File: config.mk
export PLATFORM = sky130hd
export DESIGN_NAME = riscv_rf_mp_flat
export DESIGN_NICKNAME = d
export VERILOG_FILES = /design/src/rtl/riscv_rf_mp_if.sv /design/src/rtl/riscv_rf_mp.sv /design/src/flat_wrapper.sv
export SDC_FILE = /design/constraint.sdc
export NUM_CORES = 1
export LEC_CHECK = 0
export ABC_CLOCK_PERIOD_IN_PS = 6600
export BUFFER_PORTS_ARGS = -buffer_cell sky130_fd_sc_hd__clkbuf_2
export CAP_MARGIN = 20
export CORE_MARGIN = 3
export CORE_UTILIZATION = 35
export DETAILED_ROUTE_END_ITERATION = 8
export PLACE_DENSITY_LB_ADDON = 0.1
export SYNTH_ARGS = -nofsm -noshare
export SYNTH_HDL_FRONTEND = slang
export SYNTH_SLANG_ARGS = --single-unit
File: constraint.sdc
create_clock -name clk_i -period 6.6 [get_ports clk_i]
set_clock_uncertainty 0.1 [all_clocks]
set_input_delay 1.98 -clock clk_i [delete_from_list [all_inputs] [get_ports clk_i]]
set_output_delay 1.98 -clock clk_i [all_outputs]
set_load 0.02 [all_outputs]
File: src/rtl/riscv_rf_mp_if.sv
// Bus bundle for the multi-port RISC-V register file: read/write ports,
// pipeline stalls, debug access and init status.
interface riscv_rf_mp_if #(
   parameter int XLEN     = 32,
   parameter int RD_PORTS = 2,
   parameter int WR_PORTS = 1
);
   logic [RD_PORTS*5-1:0]    rf_src_i;
   logic [RD_PORTS*XLEN-1:0] rf_src_q_o;
   logic [WR_PORTS*5-1:0]    rf_dst_i;
   logic [WR_PORTS*XLEN-1:0] rf_dst_d_i;
   logic [WR_PORTS-1:0]      rf_we_i;
   logic                     pd_stall_i;
   logic                     id_stall_i;
   logic                     du_re_rf_i;
   logic                     du_we_rf_i;
   logic [11:0]              du_addr_i;
   logic [XLEN-1:0]          du_d_i;
   logic [XLEN-1:0]          du_rf_q_o;
   logic                     du_rf_valid_o;
   logic                     rf_init_busy_o;

   modport master (
      output rf_src_i, rf_dst_i, rf_dst_d_i, rf_we_i, pd_stall_i, id_stall_i,
             du_re_rf_i, du_we_rf_i, du_addr_i, du_d_i,
      input  rf_src_q_o, du_rf_q_o, du_rf_valid_o, rf_init_busy_o
   );

   modport slave (
      input  rf_src_i, rf_dst_i, rf_dst_d_i, rf_we_i, pd_stall_i, id_stall_i,
             du_re_rf_i, du_we_rf_i, du_addr_i, du_d_i,
      output rf_src_q_o, du_rf_q_o, du_rf_valid_o, rf_init_busy_o
   );
endinterface

File: src/rtl/riscv_rf_mp.sv
// Multi-port RISC-V integer register file with write forwarding, debug port
// and a post-reset sequence that zeroes every register before use.
module riscv_rf_mp #(
   parameter int XLEN     = 32,
   parameter int REGS     = 32,
   parameter int RD_PORTS = 2,
   parameter int WR_PORTS = 1,
   parameter int REGOUT   = 0,
   parameter int BYPASS   = 1
) (
   input logic          clk_i,
   input logic          rst_ni,
   riscv_rf_mp_if.slave rf
);
   localparam int AW = $clog2(REGS);

   typedef enum logic {ST_INIT = 1'b0, ST_RUN = 1'b1} state_t;

   state_t          state_reg;
   logic [4:0]      clr_cnt_reg;
   logic            busy_reg;
   logic            run;
   logic [XLEN-1:0] mem_reg [REGS];

   logic            du_we_ok;
   logic            du_pend_reg;
   logic            du_valid_reg;
   logic [XLEN-1:0] du_q_reg;
   logic            unused_bits;

   logic [WR_PORTS-1:0] wr_ok;
   logic [4:0]          wr_addr [WR_PORTS];
   logic [XLEN-1:0]     wr_data [WR_PORTS];

   function automatic logic addr_ok(input logic [4:0] a);
      return (a != 5'd0) && (32'(a) < 32'(REGS));
   endfunction

   assign run         = (state_reg == ST_RUN);
   assign du_we_ok    = run && rf.du_we_rf_i && addr_ok(rf.du_addr_i[4:0]);
   assign unused_bits = ^{rf.du_addr_i[11:5], rf.id_stall_i};

   // A debug write blocks every write port, so their data must not forward either.
   generate
      for (genvar gi = 0; gi < WR_PORTS; gi++) begin : g_wr
         assign wr_addr[gi] = rf.rf_dst_i[gi*5 +: 5];
         assign wr_data[gi] = rf.rf_dst_d_i[gi*XLEN +: XLEN];
         assign wr_ok[gi]   = run && !rf.du_we_rf_i && rf.rf_we_i[gi] && addr_ok(wr_addr[gi]);
      end
   endgenerate

   always_ff @(posedge clk_i or negedge rst_ni) begin
      if (!rst_ni) begin
         state_reg   <= ST_INIT;
         clr_cnt_reg <= 5'd1;
         busy_reg    <= 1'b1;
      end else begin
         case (state_reg)
            ST_INIT: begin
               if (clr_cnt_reg == 5'(REGS - 1)) begin
                  state_reg <= ST_RUN;
                  busy_reg  <= 1'b0;
               end else begin
                  clr_cnt_reg <= clr_cnt_reg + 5'd1;
               end
            end
            default: begin
               state_reg <= ST_RUN;
               busy_reg  <= 1'b0;
            end
         endcase
      end
   end

   // Ascending port order makes the highest-index port win on collisions.
   always_ff @(posedge clk_i) begin
      if (!run) begin
         mem_reg[clr_cnt_reg[AW-1:0]] <= '0;
      end else if (du_we_ok) begin
         mem_reg[rf.du_addr_i[AW-1:0]] <= rf.du_d_i;
      end else begin
         for (int w = 0; w < WR_PORTS; w++) begin
            if (wr_ok[w]) mem_reg[wr_addr[w][AW-1:0]] <= wr_data[w];
         end
      end
   end

   generate
      for (genvar gi = 0; gi < RD_PORTS; gi++) begin : g_rd
         logic [4:0]      addr_reg;
         logic [XLEN-1:0] rd_val;

         always_ff @(posedge clk_i or negedge rst_ni) begin
            if (!rst_ni) begin
               addr_reg <= 5'd0;
            end else if ((gi == 0) && run && rf.du_re_rf_i) begin
               addr_reg <= rf.du_addr_i[4:0];
            end else if (!rf.pd_stall_i) begin
               addr_reg <= rf.rf_src_i[gi*5 +: 5];
            end
         end

         always_comb begin
            rd_val = '0;
            if (addr_ok(addr_reg)) begin
               rd_val = mem_reg[addr_reg[AW-1:0]];
               if (BYPASS > 0) begin
                  for (int w = 0; w < WR_PORTS; w++) begin
                     if (wr_ok[w] && (wr_addr[w] == addr_reg)) rd_val = wr_data[w];
                  end
                  if (du_we_ok && (rf.du_addr_i[4:0] == addr_reg)) rd_val = rf.du_d_i;
               end
            end
         end

         if (REGOUT > 0) begin : g_regout
            logic [XLEN-1:0] out_reg;
            always_ff @(posedge clk_i or negedge rst_ni) begin
               if (!rst_ni) begin
                  out_reg <= '0;
               end else if (!rf.id_stall_i) begin
                  out_reg <= run ? rd_val : '0;
               end
            end
            assign rf.rf_src_q_o[gi*XLEN +: XLEN] = run ? out_reg : '0;
         end else begin : g_comb
            assign rf.rf_src_q_o[gi*XLEN +: XLEN] = run ? rd_val : '0;
         end
      end
   endgenerate

   // Debug read: address captured into port 0 first, data sampled one cycle later.
   always_ff @(posedge clk_i or negedge rst_ni) begin
      if (!rst_ni) begin
         du_pend_reg  <= 1'b0;
         du_valid_reg <= 1'b0;
         du_q_reg     <= '0;
      end else begin
         du_pend_reg  <= run && rf.du_re_rf_i;
         du_valid_reg <= du_pend_reg;
         if (du_pend_reg) du_q_reg <= g_rd[0].rd_val;
      end
   end

   assign rf.du_rf_q_o      = du_q_reg;
   assign rf.du_rf_valid_o  = du_valid_reg;
   assign rf.rf_init_busy_o = busy_reg;
endmodule

File: src/flat_wrapper.sv
// flat-port wrapper written by rule: the top's interface ports become plain ports
module riscv_rf_mp_flat 
#(
   parameter int XLEN     = 32,
   parameter int REGS     = 32,
   parameter int RD_PORTS = 2,
   parameter int WR_PORTS = 1,
   parameter int REGOUT   = 0,
   parameter int BYPASS   = 1
)
  (clk_i, rst_ni, rf_rf_src_i, rf_rf_dst_i, rf_rf_dst_d_i, rf_rf_we_i, rf_pd_stall_i, rf_id_stall_i, rf_du_re_rf_i, rf_du_we_rf_i, rf_du_addr_i, rf_du_d_i, rf_rf_src_q_o, rf_du_rf_q_o, rf_du_rf_valid_o, rf_rf_init_busy_o);
  riscv_rf_mp_if #(.XLEN(XLEN), .RD_PORTS(RD_PORTS), .WR_PORTS(WR_PORTS)) rf_i ();
  input logic clk_i;
  input logic rst_ni;
  input wire logic [$bits(rf_i.rf_src_i)-1:0] rf_rf_src_i;
  input wire logic [$bits(rf_i.rf_dst_i)-1:0] rf_rf_dst_i;
  input wire logic [$bits(rf_i.rf_dst_d_i)-1:0] rf_rf_dst_d_i;
  input wire logic [$bits(rf_i.rf_we_i)-1:0] rf_rf_we_i;
  input wire logic [$bits(rf_i.pd_stall_i)-1:0] rf_pd_stall_i;
  input wire logic [$bits(rf_i.id_stall_i)-1:0] rf_id_stall_i;
  input wire logic [$bits(rf_i.du_re_rf_i)-1:0] rf_du_re_rf_i;
  input wire logic [$bits(rf_i.du_we_rf_i)-1:0] rf_du_we_rf_i;
  input wire logic [$bits(rf_i.du_addr_i)-1:0] rf_du_addr_i;
  input wire logic [$bits(rf_i.du_d_i)-1:0] rf_du_d_i;
  output wire logic [$bits(rf_i.rf_src_q_o)-1:0] rf_rf_src_q_o;
  output wire logic [$bits(rf_i.du_rf_q_o)-1:0] rf_du_rf_q_o;
  output wire logic [$bits(rf_i.du_rf_valid_o)-1:0] rf_du_rf_valid_o;
  output wire logic [$bits(rf_i.rf_init_busy_o)-1:0] rf_rf_init_busy_o;
  assign rf_i.rf_src_i = rf_rf_src_i;
  assign rf_i.rf_dst_i = rf_rf_dst_i;
  assign rf_i.rf_dst_d_i = rf_rf_dst_d_i;
  assign rf_i.rf_we_i = rf_rf_we_i;
  assign rf_i.pd_stall_i = rf_pd_stall_i;
  assign rf_i.id_stall_i = rf_id_stall_i;
  assign rf_i.du_re_rf_i = rf_du_re_rf_i;
  assign rf_i.du_we_rf_i = rf_du_we_rf_i;
  assign rf_i.du_addr_i = rf_du_addr_i;
  assign rf_i.du_d_i = rf_du_d_i;
  assign rf_rf_src_q_o = rf_i.rf_src_q_o;
  assign rf_du_rf_q_o = rf_i.du_rf_q_o;
  assign rf_du_rf_valid_o = rf_i.du_rf_valid_o;
  assign rf_rf_init_busy_o = rf_i.rf_init_busy_o;
  riscv_rf_mp #(.XLEN(XLEN), .REGS(REGS), .RD_PORTS(RD_PORTS), .WR_PORTS(WR_PORTS), .REGOUT(REGOUT), .BYPASS(BYPASS)) u_core (.clk_i(clk_i), .rst_ni(rst_ni), .rf(rf_i));
endmodule
[Word level (Yosys, flattened, before mapping)]
Memory sizes are Yosys's and may differ from the RTL's.
Index checks and enable logic that the tools add are counted.
Storage, ports and cells
  bits in registers: 51
  RAM bits: 1024
  output and inout bits: 98
  memories kept: 1
Operators by class
  $add $sub $neg: 1
  eq/ne operators: 6
  muxes and demuxes: 28
  bitwise gates (word level): 2
  reduce and logical (&&, ||, !) cells: 19
Memories
  u_core.mem_reg: words 32, width 32, read ports 2, clocked after memory_dff 0, write ports 1, line riscv_rf_mp.sv:23  | logic [XLEN-1:0] mem_reg [REGS];
Operators by type and width (number)
  32-bit two-way mux: 10
  32-bit OR reduction: 2
  5-bit equality test: 4
  5-bit two-way mux: 4
  5-bit nonzero test: 4
  1-bit two-way mux: 14
  1-bit logical AND: 10
  5-bit by 1-bit adder with 5-bit output (second input constant): 1
  5-bit equality test (second input constant): 1
  2-bit by 1-bit inequality test with 1-bit output (second input constant): 1
  1-bit NOT: 2
  2-bit AND reduction: 1
  2-bit nonzero test: 1
  1-bit zero test: 1

[Logic depth before layout (Yosys ltp)]
Gate-level depths: netlist (run 1).
  depth after elaboration: 10
  depth in mapped cells: 12
  mapped depth without buffers: 6

[Least setup slack after synthesis (run 1)]
OpenSTA, ideal clock, no wires.
  path kind: input to output
  from: input port rf_du_addr_i[4]
  to: output port rf_rf_src_q_o[33]
  data arrival time: 4.021 ns
  data required time: 4.520 ns
  slack: 0.499 ns
  stages: 6
  path through: or3_1 -> o311ai_4 -> nor4_1 -> or3_4 -> clkbuf_1 -> o21ai_0
Between the ends
  word-level cells in the longest chain between the ends: 6
RTL lines
  from (decl): line flat_wrapper.sv:23  | input wire logic [$bits(rf_i.du_addr_i)-1:0] rf_du_addr_i;
  5-bit nonzero test: line riscv_rf_mp.sv:36  | return (a != 5'd0) && (32'(a) < 32'(REGS));
  1-bit logical AND: line riscv_rf_mp.sv:40  | assign du_we_ok = run && rf.du_we_rf_i && addr_ok(rf.du_addr_i[4:0]);
  1-bit logical AND *: line riscv_rf_mp.sv:111  | if (du_we_ok && (rf.du_addr_i[4:0] == addr_reg)) rd_val = rf.du_d_i;
  32-bit two-way mux *: line riscv_rf_mp.sv:111
  32-bit two-way mux *: line riscv_rf_mp.sv:105  | if (addr_ok(addr_reg)) begin
  32-bit two-way mux *: line riscv_rf_mp.sv:127  | assign rf.rf_src_q_o[gi*XLEN +: XLEN] = run ? rd_val : '0;
  to (decl): line flat_wrapper.sv:25  | output wire logic [$bits(rf_i.rf_src_q_o)-1:0] rf_rf_src_q_o;
Mark *: on every way between the ends. The rest lies on a longest branch, timed or not.

[Worst setup path in the final report (run 1)]
  from: register u_core.g_rd[0].addr_reg[0]
  to: output port rf_rf_src_q_o[26]
Between the ends
  word-level cells in the longest chain between the ends: 6
RTL lines
  from (decl): line riscv_rf_mp.sv:90  | logic [4:0] addr_reg;
  from (signal assigned): line riscv_rf_mp.sv:97  | addr_reg <= rf.du_addr_i[4:0];
  from (signal assigned): line riscv_rf_mp.sv:99  | addr_reg <= rf.rf_src_i[gi*5 +: 5];
  branches (longest 4 deep; another with memory read 32 x 32 bit)
  32-bit two-way mux *: line riscv_rf_mp.sv:105
  32-bit two-way mux *: line riscv_rf_mp.sv:127
Mark *: on every way between the ends.

==> flow_metrics.py, run 1 <==
metrics = {
    "sta": {
        "min_period_ns": 6.45,
        "slew_headroom_pct": 25.9,
        "setup-violations-final": 0,
        "grt_setup_unrepaired": "false",
        "final_hold_viol_count": 0,
        "finalMaxSlewViolations": 0,
        "fmax_mhz": 155,
        "holdWs_ns": 0.396,
        "tightest_slew_ns": 1.11,
        "fin_tns_setup_ns": 0,
        "finalCritPeriodShare_pct": 97.7,
    },
    "finish": {
        "stdcell_count": 5128,
        "multi_input_area_um2": 18700,
        "postLayoutCellArea_um2": 60300,
        "drive_gt1_share_pct": 36.2,
        "area_growth_pct": 16.4,
        "fillers": 13000,
        "regArea_um2": 32100,
        "nets": 3201,
        "largest_reg_flops": 1024,
    },
    "power_and_ir_drop": {
        "power_density_nw_per_um2": 286,
        "swShare_pct": 26.7,
        "p_int_w": 0.0127,
        "power_frac_seq_pct": 45.1,
        "p_total_w": 0.0173,
        "p_leak_nw": 20.7,
        "netSwitchingPower_w": 0.00461,
        "pwr-share-clk_pct": 39.1,
        "power_frac_comb_pct": 15.8,
        "ir_worst_vdd_mv": 0.209,
    },
    "synth": {
        "synth.area.top_cells": "edfxtp_1, mux4_2, mux2i_1",
        "synthMuxAreaShare_pct": 26.3,
        "synth.most_common_cell": "edfxtp_1",
        "synth.cell_area_um2": 51800,
        "yosysWarnings": 0,
        "yosys_register_bits": 1075,
        "syn_inst": 2828,
        "syn_area_per_cell_um2": 18.3,
        "synth_edf_count": 1024,
        "synthTopCellsByCount": "edfxtp_1, mux4_2, mux2i_1, o22ai_1, clkbuf_1",
        "synth_xor_xnor_area_share_pct": 0.389,
        "synth_nets": 2928,
        "seq_area_frac_synth_pct": 61.8,
        "synth_top_area_cell": "edfxtp_1",
        "synth-simple-area-share_pct": 2.80,
        "synth_compound_area_share_pct": 5.94,
        "yosys_most_used_dff": "edfxtp_1",
        "yosys.area_share.adder_pct": 0.0483,
        "synth_cell_types": 77,
        "yosysTopAreaCellShare_pct": 59.3,
        "async_flop_share_pct": 4.74,
        "synth_top_family_by_area": "multiplexers",
    },
    "clock_tree": {
        "clock_sinks": 1075,
        "clk_latency_ns": 0.75,
        "cts_buffers": 120,
        "cts_root_buf": "clkbuf_16",
        "h-tree-depth": 3,
        "cts_buffer_depth": 3,
        "cts_tree": "done",
        "clk_pin_slew_ns": 0.06,
    },
    "die": {
        "boundaryPins": 196,
        "num_rows": 140,
        "core_area_um2": 146000,
        "initial_core_util_pct": 35.4,
        "dieArea_um2": 153000,
        "die_h_um": 391,
        "die_x_um": 391,
    },
    "route": {
        "drt_iter0_drc": 4133,
        "drcViolationCount": 0,
        "drt_wl_total_um": 193000,
        "vias_per_cell": 6.31,
        "vias": 32400,
        "wl_per_cell_um": 37.7,
        "antenna_left": 0,
        "first_pass_iters": 6,
    },
    "setup_path": {
        "crit_required_ns": 4.52,
        "cp-end-kind": "output pin",
        "start_kind": "flip-flop",
        "worstSetupPathType": "flip-flop to output pin",
        "arrival_ns": 4.37,
        "cp_max_fo": 35,
        "crit_start": "u_core.g_rd[0].addr_reg[0]$_DFFE_PN0P_",
        "timing.rr.start": "u_core.run$_DFF_PN0_",
    },
    "placed_design": {
        "numPortBuffers": 187,
        "gp_congestion": 0.849,
        "postPlaceCellArea_um2": 56000,
        "place_inst": 4881,
        "dp_hpwl_um": 118000,
    },
    "min_path": {
        "min_from": "u_core.rf.rf_init_busy_o$_DFFE_PN1N_",
        "min_path_type": "flip-flop to flip-flop",
    },
    "status": {
        "status": "completed",
    },
    "global_route": {
        "overflow": 0,
        "first_global_vias": 33000,
        "grt_max_degree": 126,
        "grt_pass1_wl_um": 266000,
        "grt_usage_pct": 25.0,
        "antenna_found_initial": 18,
    },
    "run": {
        "max_cap_viol_count": 0,
    },
}
-- area by class of cell --
cell class                 instances  share of cell area (%)
antenna                            5                  0.0207
clock buffer                     159                    5.41
clock inverter                    68                    1.14
inverter                          35                   0.218
multi-input combinational       1482                    31.0
sequential                      1075                    53.2
tap                             1917                    3.98
timing repair buffer             387                    5.09
-- cell usage in the layout (no fill, tap or decap), drive strengths merged, types with 7 or more instances in the layout --
master    count
a22o         41
nor3         26
o22a          9
nand4        11
o22ai        96
a211oi       17
xnor2         8
inv          38
bufinv       12
edfxtp     1024
a31oi         8
buf         201
o21ai        55
nor4         11
or3          36
xor2         15
nand2        33
nor2b        21
a21oi        32
mux4        464
clkinv       46
clkbuf      345
nand4b        7
a2111oi      16
o21a         22
o31ai         9
mux2i       229
o221ai       16
nand3        11
nor2         76
a22oi        66
a222oi       12
nor3b         7
mux2         72
dfrtp        49
clkinvlp      7
-- metal layers --
| metal | track usage [%] | vias to the layer above | routed length [um] |
|---|---|---|---|
| met5 | 0 | - | 13 |
| met4 | 7.65 | 2 | 5700 |
| met3 | 5.37 | 281 | 17800 |
| met2 | 38.7 | 1781 | 88600 |
| met1 | 35.5 | 17600 | 81100 |
| li1 | - | 12700 | - |
-- metrics by stage --
stage | util [%] | setup slack [ns]
after CTS | 41.0 | 0.00497
after floorplan | - | 0.499
after global routing | 41.2 | 0.00579
final | 41.2 | 0.149
after detailed placement | 38.2 | -0.0789
after global placement | 38.2 | -0.0707
-- power groups by stage --
stage / combinational (W) / sequential [W] / clock, W
after global placement: 0.00269 / 0.00793 / 0
after detailed placement: 0.00270 / 0.00794 / 0
final: 0.00273 / 0.00779 / 0.00675
after global routing: 0.00288 / 0.00780 / 0.00715
after floorplan: 0.00168 / 0.00787 / 0
after CTS: 0.00271 / 0.00779 / 0.00688
-- cell families after synthesis --
logic type / Yosys count
flip-flops: 1075
multiplexers: 765
AO/OA/AOI/OAI: 427
buffers and inverters: 271
AND/OR/NAND/NOR: 265
XOR/XNOR: 23
adder cells (fa/ha/maj): 2
-- final timing paths --
kind                       slack (ns)  depth (start not counted)                                     end
setup / recovery                 0.15                          8                       rf_rf_src_q_o[26]
hold / removal                   0.40                          1    u_core.rf.rf_init_busy_o$_DFFE_PN1N_
setup reg to reg                 2.65                          6         u_core.mem_reg[6][27]$_DFFE_PP_
hold reg to reg                  0.40                          1    u_core.rf.rf_init_busy_o$_DFFE_PN1N_
max in group asynchronous        4.16                          2  u_core.g_rd[1].addr_reg[1]$_DFFE_PN0N_
min in group asynchronous        1.01                          1     u_core.rf.du_rf_q_o[10]$_DFFE_PN0P_
-- timing repair --
action	4_1_cts	5_1_grt
endpoints found under the setup margin	1	2
pin swaps	1	0
gates resized for setup	1	3
gates cloned	0	0
hold endpoints to repair	0	0
buffers inserted	2	0
hold buffers	0	0
-- worst max-delay path, cell delays in order, from the launching register on --
cell and delay [ns]:
dfrtp_4 0.99, buf_4 0.41, mux4_2 0.53, mux2_2 0.27, a2111oi_0 0.65, or3_1 0.35
o21a_1 0.15, nor3_1 0.05, clkbuf_2 0.21
(Power assumes the default switching activity.)
==> run 2: changes to the inputs <==
--- a/config.mk
+++ b/config.mk
@@ -8,7 +8,7 @@
 export ABC_CLOCK_PERIOD_IN_PS = 6600
 export BUFFER_PORTS_ARGS = -buffer_cell sky130_fd_sc_hd__clkbuf_2
 export CAP_MARGIN = 20
-export CORE_MARGIN = 3
+export CORE_MARGIN = 1.5
 export CORE_UTILIZATION = 35
 export DETAILED_ROUTE_END_ITERATION = 8
 export PLACE_DENSITY_LB_ADDON = 0.1
==> constraint.sdc (replaced) <==
create_clock -name clk_i -period 6.6 [get_ports clk_i]
set_clock_uncertainty 0.1 [all_clocks]
set_input_delay 1.32 -clock clk_i [delete_from_list [all_inputs] [get_ports clk_i]]
set_output_delay 1.32 -clock clk_i [all_outputs]
set_load 0.02 [all_outputs]
==> flow_metrics.py, run 2 (same netlist as run 1, synthesis figures left out) <==
metrics = {
    "status": {
        "status": "completed",
    },
    "setup_path": {
        "cp-end-kind": "output pin",
        "max_stage_delay_ns": 0.90,
        "worstPathCellList": "inv_1 -> nand3_1 -> o22ai_1 -> or3_1 -> o21a_1 -> nor3_1 -> clkbuf_2",
        "ff2ff_path_depth": 8,
        "cp_max_fo": 34,
        "cp_num_buf_inv": 2,
        "arrival_ns": 4.57,
        "crit_required_ns": 5.18,
        "cp.depth": 7,
        "crit_family": "simple AND/OR/NAND/NOR gates",
        "worstSetupPathType": "flip-flop to output pin",
        "start_kind": "flip-flop",
        "slowest_stage": "dfrtp_2",
    },
    "min_path": {
        "min_path_type": "input pin to async pin",
    },
    "clock_tree": {
        "cts_tree": "done",
        "cts_root_buf": "clkbuf_16",
        "h-tree-depth": 4,
        "clk_latency_ns": 0.78,
        "postCtsSetupRepairBufs": 0,
        "clock_sinks": 1075,
        "ctsHoldBuffers": 0,
        "cts-resized-gates": 0,
        "cts_buffer_depth": 3,
        "clk_pin_slew_ns": 0.06,
        "cts_buffers": 131,
    },
    "finish": {
        "area_growth_pct": 16.2,
        "fillers": 13000,
        "nets": 3158,
        "largest_reg_flops": 1024,
        "postLayoutCellArea_um2": 60200,
        "mostFrequentLayoutCells": "edfxtp_1, mux4_2, mux2i_1",
        "drive_gt1_share_pct": 35.4,
        "final_common_cell": "edfxtp_1",
    },
    "route": {
        "antenna_left": 0,
        "wl_per_cell_um": 37.9,
        "drt_iter0_drc": 3970,
        "drcViolationCount": 0,
        "vias": 32000,
        "first_pass_iters": 6,
        "drt_wl_total_um": 193000,
        "vias_per_cell": 6.29,
    },
    "sta": {
        "slew_headroom_pct": 25.0,
        "setup-violations-final": 0,
        "grt_setup_unrepaired": "false",
        "tightest_slew_ns": 1.12,
        "setup_slack_ns": 0.609,
        "fin_tns_setup_ns": 0,
        "finalMaxSlewViolations": 0,
        "min_period_ns": 5.99,
        "finalCritPeriodShare_pct": 90.8,
        "final_hold_viol_count": 0,
        "fmax_mhz": 167,
    },
    "placed_design": {
        "postPlaceCellArea_um2": 55600,
        "dp_hpwl_um": 115000,
        "gp_congestion": 0.827,
        "pre_cts_ws_ns": 0.905,
        "numPortBuffers": 187,
    },
    "die": {
        "die_x_um": 388,
        "dieArea_um2": 150000,
        "boundaryPins": 196,
        "core_area_um2": 147000,
        "initial_core_util_pct": 35.2,
        "num_rows": 141,
        "die_h_um": 388,
    },
    "run": {
        "max_cap_viol_count": 0,
    },
    "global_route": {
        "antenna_found_initial": 20,
        "first_global_vias": 32400,
        "grt_pass1_wl_um": 266000,
        "overflow": 0,
        "grt_usage_pct": 25.4,
        "grt_max_degree": 88,
    },
    "power_and_ir_drop": {
        "p_total_w": 0.0176,
        "ir_worst_vdd_mv": 0.269,
        "power_density_nw_per_um2": 292,
        "p_leak_nw": 20.6,
    },
}
## run 2: per-stage QoR
step	instances	hold WS, ns	util [%]
finish	5097	0.234	40.9
global route	5093	0.210	40.9
CTS	5075	0.183	40.6
detailed placement	4838	0.381	37.7
global placement	4838	0.386	37.7
floorplan	2828	0.252	-
## run 2: per-layer routing
metal | track usage, % | wire, um
met3 | 5.43 | 17600
met1 | 36.0 | 81100
met2 | 39.6 | 89500
met4 | 6.87 | 4810
met5 | 0 | 59
## run 2: worst paths after layout
check | slack (ns) | start | endpoint
setup / recovery | 0.61 | u_core.g_rd[0].addr_reg[4]$_DFFE_PN0P_ | rf_rf_src_q_o[18]
hold / removal | 0.23 | rst_ni | u_core.rf.du_rf_q_o[3]$_DFFE_PN0P_
setup reg to reg | 2.26 | u_core.run$_DFF_PN0_ | u_core.mem_reg[3][3]$_DFFE_PP_
hold reg to reg | 0.40 | u_core.rf.rf_init_busy_o$_DFFE_PN1N_ | u_core.rf.rf_init_busy_o$_DFFE_PN1N_
max in group asynchronous | 4.88 | rst_ni | u_core.g_rd[1].addr_reg[1]$_DFFE_PN0N_
min in group clk_i | 0.40 | u_core.rf.rf_init_busy_o$_DFFE_PN1N_ | u_core.rf.rf_init_busy_o$_DFFE_PN1N_
## run 2: cell type report
class / instances / area, um^2 / area share (%)
multi-input cells: 1482 / 18700 / 31.0
inverters: 35 / 131 / 0.218
diodes: 5 / 12.5 / 0.0208
well taps: 1930 / 2410 / 4.01
repair buffers: 333 / 2710 / 4.50
clock buffers: 178 / 3590 / 5.96
flip-flops and latches: 1075 / 32100 / 53.2
clock inverters: 59 / 607 / 1.01
## run 2: power breakdown
part,internal (W),total (W),switching [W]
registers,0.00764,0.00779,0.000144
logic,0.00105,0.00271,0.00165
clock network,0.00421,0.00711,0.00290
total,0.0129,0.0176,0.00469
